[config.mk]
export PLATFORM = sky130hd
export DESIGN_NAME = multicycle_sequencer
export DESIGN_NICKNAME = d
export VERILOG_FILES = /design/src/rtl/cpu_pkg.sv /design/src/rtl/multicycle_sequencer_branch_eval.sv /design/src/rtl/multicycle_sequencer.sv
export SDC_FILE = /design/constraint.sdc
export NUM_CORES = 1
export LEC_CHECK = 0
export ABC_AREA = 1
export CAP_MARGIN = 20
export CORE_AREA = 2 2 88 90
export CTS_CLUSTER_DIAMETER = 120
export CTS_CLUSTER_SIZE = 28
export DETAILED_ROUTE_END_ITERATION = 10
export DIE_AREA = 0 0 90 92
export DONT_BUFFER_PORTS = 1
export PLACE_DENSITY_LB_ADDON = 0.25
export SYNTH_ARGS = -nofsm -noshare
export SYNTH_HDL_FRONTEND = slang
export SYNTH_SLANG_ARGS = --single-unit
[constraint.sdc]
create_clock -name clk -period 4.4 [get_ports clk]
set_input_delay 0.22 -clock clk [delete_from_list [all_inputs] [get_ports clk]]
set_output_delay 0.22 -clock clk [all_outputs]
set_load 0.005 [all_outputs]
[src/rtl/cpu_pkg.sv]
// Shared types and codes for the multi-cycle processor control path.
package cpu_pkg;

  localparam logic [5:0] HALT_OP_DEF = 6'd32;

  typedef enum logic [2:0] {
    S_FETCH  = 3'd0,
    S_DECODE = 3'd1,
    S_EXEC   = 3'd2,
    S_MEM    = 3'd3,
    S_WB     = 3'd4,
    S_HALT   = 3'd5
  } state_e;

  localparam logic [2:0] BR_NONE   = 3'd0;
  localparam logic [2:0] BR_ALWAYS = 3'd1;
  localparam logic [2:0] BR_NEG    = 3'd2;
  localparam logic [2:0] BR_NNEG   = 3'd3;
  localparam logic [2:0] BR_ZERO   = 3'd4;

  localparam logic [2:0] ST_NONE = 3'd0;
  localparam logic [2:0] ST_SPLD = 3'd1;
  localparam logic [2:0] ST_POP  = 3'd2;
  localparam logic [2:0] ST_PUSH = 3'd3;
  localparam logic [2:0] ST_RET  = 3'd4;

endpackage

[src/rtl/multicycle_sequencer_branch_eval.sv]
// Branch condition evaluation: branch code plus ALU flags -> taken.
module branch_eval
  import cpu_pkg::*;
(
  input  logic [2:0] br,
  input  logic       flag_z,
  input  logic       flag_n,
  output logic       taken
);

  assign taken = (br == BR_ALWAYS)
               | ((br == BR_NEG)  &  flag_n)
               | ((br == BR_NNEG) & ~flag_n)
               | ((br == BR_ZERO) &  flag_z);

endmodule

[src/rtl/multicycle_sequencer.sv]
// Phase sequencer: walks FETCH/DECODE/EXEC/MEM/WB from the control-unit
// decode fields, drives datapath strobes and counts retired instructions.
//
// state    | meaning
// ---------+-------------------------------------------------------
// S_FETCH  | instruction read; IR and PC+1 load on mem_ready
// S_DECODE | halt / SP load / push pre-decrement
// S_EXEC   | ALU result latch, branch resolution
// S_MEM    | data access, held until mem_ready
// S_WB     | register / SP / return-PC writeback
// S_HALT   | parked, only rst leaves
module multicycle_sequencer
  import cpu_pkg::*;
#(
  parameter logic [5:0] HALT_OP = HALT_OP_DEF,
  parameter int         CNT_W   = 32
) (
  input  logic             clk,
  input  logic             rst,
  input  logic [5:0]       opcode,
  input  logic             memen,
  input  logic             memwr,
  input  logic [1:0]       wrreg,
  input  logic [2:0]       br,
  input  logic [2:0]       st,
  input  logic             flag_z,
  input  logic             flag_n,
  input  logic             mem_ready,
  output logic             ir_we,
  output logic             pc_we,
  output logic             pc_src,
  output logic             mem_req,
  output logic             mem_we,
  output logic             mdr_we,
  output logic             alu_we,
  output logic             rf_we,
  output logic             sp_we,
  output logic             sp_dec,
  output logic             halted,
  output logic [CNT_W-1:0] retired
);

  state_e           state_q, state_d;
  logic [CNT_W-1:0] retired_q, retired_d;
  logic             rst_hold_q, rst_hold_d;
  logic             br_taken;
  logic             retire;

  branch_eval u_branch_eval (
    .br     (br),
    .flag_z (flag_z),
    .flag_n (flag_n),
    .taken  (br_taken)
  );

  always_comb begin
    state_d    = state_q;
    rst_hold_d = 1'b0;
    retire     = 1'b0;
    ir_we      = 1'b0;
    pc_we      = 1'b0;
    pc_src     = 1'b0;
    mem_req    = 1'b0;
    mem_we     = 1'b0;
    mdr_we     = 1'b0;
    alu_we     = 1'b0;
    rf_we      = 1'b0;
    sp_we      = 1'b0;
    sp_dec     = 1'b0;
    halted     = 1'b0;

    case (state_q)
      // The cycle right after a reset sample stays quiet so an abandoned
      // access is visibly dropped before the first fetch is issued.
      S_FETCH: begin
        if (!rst_hold_q) begin
          mem_req = 1'b1;
          if (mem_ready) begin
            ir_we   = 1'b1;
            pc_we   = 1'b1;
            state_d = S_DECODE;
          end
        end
      end
      S_DECODE: begin
        if (opcode == HALT_OP) begin
          state_d = S_HALT;
          retire  = 1'b1;
        end else if (st == ST_SPLD) begin
          sp_we   = 1'b1;
          state_d = S_FETCH;
          retire  = 1'b1;
        end else begin
          if (st == ST_PUSH) begin
            sp_we  = 1'b1;
            sp_dec = 1'b1;
          end
          state_d = S_EXEC;
        end
      end
      S_EXEC: begin
        alu_we = 1'b1;
        if (br != BR_NONE) begin
          pc_we   = br_taken;
          pc_src  = br_taken;
          state_d = S_FETCH;
          retire  = 1'b1;
        end else if (memen) begin
          state_d = S_MEM;
        end else if (wrreg != 2'd0) begin
          state_d = S_WB;
        end else begin
          state_d = S_FETCH;
          retire  = 1'b1;
        end
      end
      S_MEM: begin
        mem_req = 1'b1;
        mem_we  = memwr;
        if (mem_ready) begin
          mdr_we = ~memwr;
          if (!memwr && ((wrreg != 2'd0) || (st == ST_RET))) begin
            state_d = S_WB;
          end else begin
            state_d = S_FETCH;
            retire  = 1'b1;
          end
        end
      end
      S_WB: begin
        rf_we = (wrreg != 2'd0);
        if ((st == ST_POP) || (st == ST_RET)) sp_we = 1'b1;
        if (st == ST_RET) begin
          pc_we  = 1'b1;
          pc_src = 1'b1;
        end
        state_d = S_FETCH;
        retire  = 1'b1;
      end
      S_HALT: begin
        halted = 1'b1;
      end
      default: state_d = S_FETCH;
    endcase

    retired_d = retired_q + {{(CNT_W-1){1'b0}}, retire};
  end

  always_ff @(posedge clk) begin
    if (rst) begin
      state_q    <= S_FETCH;
      retired_q  <= '0;
      rst_hold_q <= 1'b1;
    end else begin
      state_q    <= state_d;
      retired_q  <= retired_d;
      rst_hold_q <= rst_hold_d;
    end
  end

  assign retired = retired_q;

endmodule

After elaboration in Yosys (flattened, before gate mapping)
Cells that the tools add are included.
- register bits: 36
- bits in latches: 0
- bits in writable memories: 0
- memory bits (read-only): 0
- input port bits: 21
- output and inout bits: 43
- memories kept: 0
- add/subtract/negate cells: 1
- multipliers: 0
- div/mod/pow operators: 0
- magnitude comparators: 0
- eq/ne operators: 17
- shifts and indexed selects: 0
- mux-type cells: 42
- bitwise logic cells: 9
- reduce and logical (&&, ||, !) cells: 8
- operator list (cell ; number):
    adder 32 x 1 -> 32 bit ; 1
    two-way mux 1 bit ; 27
    two-way mux 3 bit ; 8
    equality test 3 x 2 -> 1 bit, second input constant ; 6
    one-hot mux 3 bit (5 select lines) ; 1
    equality test 3 bit, second input constant ; 4
    equality test 3 x 1 -> 1 bit, second input constant ; 3
    equality test 6 bit, second input constant ; 1
    != test 2 bit, second input constant ; 3
    one-hot mux 1 bit (2 select lines) ; 3
    one-hot mux 1 bit (4 select lines) ; 1
    AND reduction 4 bit ; 1
    AND 1 bit ; 3
    zero test 3 bit ; 1
    NOT 1 bit ; 3
    bitwise OR 1 bit ; 3
    one-hot mux 1 bit (3 select lines) ; 1
    nonzero test 3 bit ; 1
    logical OR 1 bit ; 2
    two-way mux 2 bit ; 1
    nonzero test 2 bit ; 1
    logical AND 1 bit ; 1
    zero test 1 bit ; 1

Depth between registers and ports, before layout
- word-level depth: 7
- mapped depth: 17

By module
From an unflattened synthesis, not the netlist that was laid out.
- cell total of the unflattened synthesis: 350
- area total of the unflattened synthesis: 2110.8 um^2
- modules (own cells, without submodules) (module ; times used ; cells an instance ; area an instance (um^2) ; seq. area each (um^2)):
    multicycle_sequencer ; 1 ; 341 ; 2073.2 ; 720.7
    branch_eval ; 1 ; 9 ; 37.5 ; 0.0

Least setup slack after synthesis
OpenSTA, ideal clock, no wires.
- kind: register -> register
- start: reg state_q[2]
- end: reg retired_q[18] (netlist: retired[18])
- library setup time: 0.128 ns
- arrival time: 1.894 ns
- data required time: 4.272 ns
- slack: 2.379 ns
- stages on the path, launching flop included: 15
- clock period less this slack: 2.021 ns
- cells stage by stage: dfxtp_1 -> inv_1 -> nand3_1 -> inv_1 -> nand3_1 -> nand4_1 -> ha_1 -> ha_1 -> nand2_2 -> nor2_4 -> nand2_4 -> nor2_4 -> nand4_1 -> nand2_1 -> nor2_1
- word-level cells in the longest chain between the ends: 3
- ends and longest elaborated chain (what ; RTL line ; source):
    from (decl) ; multicycle_sequencer.sv:43 ; state_e state_q, state_d;
    from (signal assigned) ; multicycle_sequencer.sv:155 ; state_q <= state_d;
    equality test 3 bit, or another cell as far along ; multicycle_sequencer.sv:72 ; case (state_q)
    one-hot mux 1 bit (4 select lines) * ; multicycle_sequencer.sv:72 ;
    adder 32 x 1 -> 32 bit * ; multicycle_sequencer.sv:146 ; retired_d = retired_q + {{(CNT_W-1){1'b0}}, retire};
    to (signal assigned) ; multicycle_sequencer.sv:156 ; retired_q <= retired_d;
    to (decl) ; multicycle_sequencer.sv:44 ; logic [CNT_W-1:0] retired_q, retired_d;
Every way passes the cells marked *; elsewhere a longest branch is shown, timed or not.
A chain may end at the register's enable or synchronous reset.

Worst setup path after layout
Ends and elaborated chain as after synthesis.

==> impl_metrics.ini <==
[cells_and_area]
seq_area_um2 = 721
fill_cells = 846
final_cell_count_no_fill = 458
multiInputGateArea_mm2 = 0.00127
syn_to_final_growth_pct = 11.5
fin_nets = 378
num_antenna_cells = 0
drive_above_1_share_pct = 5.34

[cts]
cts_tree = yes
cts_buffer_depth = 2
cts_resized = 0
cts_root_buffer = clkbuf_8
htreeDepth = 2
cts_buffers = 5
cts.sinks = 36
clkSlewWorstSetupHoldPaths_ps = 70
clk_latency_ps = 280

[power]
power_switching_uw = 160
swShare_pct = 24.9
power_density_mw_per_mm2 = 270
power_leakage_nw = 0.828
seqPwrFrac_pct = 52.7
power_frac_comb_pct = 9.5
ir_worst_vdd_mv = 0.110
intPower_uw = 481
pwr-share-clk_pct = 37.8

[drt]
wl_per_cell_um = 12.6
drt_iter0_drc = 76
drc = 0
antenna_left = 0
wl_met3_um = 480
vias_per_cell = 4.60
wl_um = 5780
dr.pass1.iters = 4
route.met2.wl_um = 2760
routed.top_layer = met4
vias = 2108
met1Wirelength_um = 2490

[timing]
fin_worst_skew_ps = 4.27
maxSlewViolCount = 0
setup_viol = 0
tns_ps = 0
fmax_mhz = 432
tightest_slew_ps = 411
setup_slack_ps = 2090
hold_viol_final = 0
grt_setup_unrepaired = false
fin_crit_ps = 2310
layout_worst_path_cycle_share_pct = 52.6
max_slew_margin_pct = 72.3

[floorplan]
start_util_pct = 28.6
core_mm2 = 0.00745
rows = 32
die_area_mm2 = 0.00828
die_w_um = 90
dieHeight_um = 92
io_pins = 64

[global_route]
grt_pass1_wl_um = 9830
grt-ovfl-total = 0
antenna_found_initial = 0
grt_pass1_vias = 2141
track_usage_pct = 14.6
grt_max_degree = 28

[run]
drv_cap = 0

[critical_path]
cp.required_ps = 4630
crit_type = reg2reg
crit_fanout = 7
cp_common_cell = nand3_1
cp-start-kind = flip-flop
end_kind = flip-flop
critPathMaxStageDelay_ps = 350
path_cells = inv_1 -> nand3_1 -> inv_1 -> nand3_1 -> nand4_1 -> ha_1 -> ha_1 -> nand2_2 -> nor2_4 -> nand2_4 -> nor2_4 -> nand3_1 -> nand2_1 -> nand2_1 -> nor2_1
critical_path_arrival_ps = 2540
cp_slowest_cell = dfxtp_1
cp_top_family = simple AND/OR/NAND/NOR gates
cp.buffers_inverters = 2

[placed_design]
dp_hpwl_um = 4620
place_inst = 448
gp_congestion = 0.873
place_ws_ps = 2090
io_buffers = 0

[synth]
yosysWarningCount = 0
syn_inst = 349
netlist_area_mm2 = 0.00213
synth_area_per_cell_um2 = 6.11
synth_nets = 372
ys_seq_area_share_pct = 33.8
synth.distinct_cells = 25
ys_seq_elements = 36

[outcome]
status = finished, final reports clean

[hold_path]
min_path_type = in2reg
power groups by stage:
stage,Clock [mW],Sequential (mW),Combinational [mW]
after floorplan,0,0.343,0.0475
after global placement,0,0.345,0.0531
after detailed placement,0,0.345,0.0534
after CTS,0.254,0.337,0.0588
after global routing,0.264,0.338,0.0717
final,0.242,0.337,0.0611
kinds of logic after synthesis:
logic type                 share of synthesized area [%]
and+or+nand+nor                                     48.1
adders and majority gates                           1.17
DFF                                                 33.8
AOI/OAI and AO/OA                                   7.69
buffers and inverters                               6.34
xor gates and xnor gates                            2.88
stage by stage:
stage / cell area [um^2] / power, mW / util, % / hold WS, ps
6_report: 2370 / 0.641 / 31.9 / 94.4
5_1_grt: 2370 / 0.674 / 31.9 / 86.0
3_3_place_gp: 2250 / 0.398 / 30.2 / 250
3_5_place_dp: 2250 / 0.398 / 30.2 / 250
4_1_cts: 2350 / 0.650 / 31.5 / 81.8
2_1_floorplan: 2130 / 0.391 / - / 248
synthesized netlist by cell type:
cell | n | area share [%]
nand2_1 | 116 | 20
nor2_1 | 76 | 13
dfxtp_1 | 36 | 34
inv_1 | 32 | 5.6
a21oi_1 | 20 | 4.7
nand3_1 | 15 | 3.5
nand3b_1 | 14 | 4.9
nand4_1 | 5 | 1.5
o21ai_0 | 5 | 1.2
nor2_2 | 4 | 1.2
xnor2_1 | 4 | 1.6
clkbuf_1 | 3 | 0.53
nor2_4 | 3 | 1.6
xor2_1 | 3 | 1.2
ha_1 | 2 | 1.2
nor3_1 | 2 | 0.47
a31oi_1 | 1 | 0.29
inv_2 | 1 | 0.18
nand2_2 | 1 | 0.29
nand2_4 | 1 | 0.53
o211ai_1 | 1 | 0.35
o21a_1 | 1 | 0.35
o21ai_2 | 1 | 0.41
o311ai_0 | 1 | 0.41
or2_2 | 1 | 0.29
flip-flops by register name, indices dropped and copies added (netlist names):
register,cells
rst_hold_q,1
state_q,3
retired,32
what timing repair did:
action / 4_1_cts / 5_1_grt
buffers inserted: 0 / 0
endpoints found under the setup margin: 0 / 0
hold buffers: 1 / 0
endpoints found under the hold margin: 27 / 0
final timing paths:
check              startpoint          end  slack [ps]  depth (start not counted)
setup reg to reg   state_q[2]  retired[18]        2090                         15
setup / recovery   state_q[2]  retired[18]        2090                         15
hold reg to reg   retired[31]  retired[31]         500                          2
hold / removal            rst   retired[4]          90                          2
cells in the final DEF, fill, tap and decap left out, drive strengths merged:
cell type,instances
buf,1
nand4,5
ha,2
xor2,3
nand2,118
a31oi,1
o21a,1
or2,1
dlygate4sd3,1
nand3b,14
a21oi,20
dfxtp,36
o21ai,6
clkbuf,8
xnor2,4
nor3,2
nor2,83
inv,33
o211ai,1
o311ai,1
nand3,15
cell type report:
| type | count | area share, % |
|---|---|---|
| tap | 102 | 5.37 |
| inverter | 33 | 5.22 |
| clock buffer | 8 | 3.79 |
| timing repair buffer | 2 | 1.58 |
| multi-input combinational | 277 | 53.7 |
| sequential | 36 | 30.3 |
layer usage:
metal,GRT usage [%],vias up
met5,0,-
met4,4.87,0
met3,4.52,4
met2,26.3,69
met1,16.3,917
li1,-,1118
Note: power is estimated with default switching activity, not from simulation.
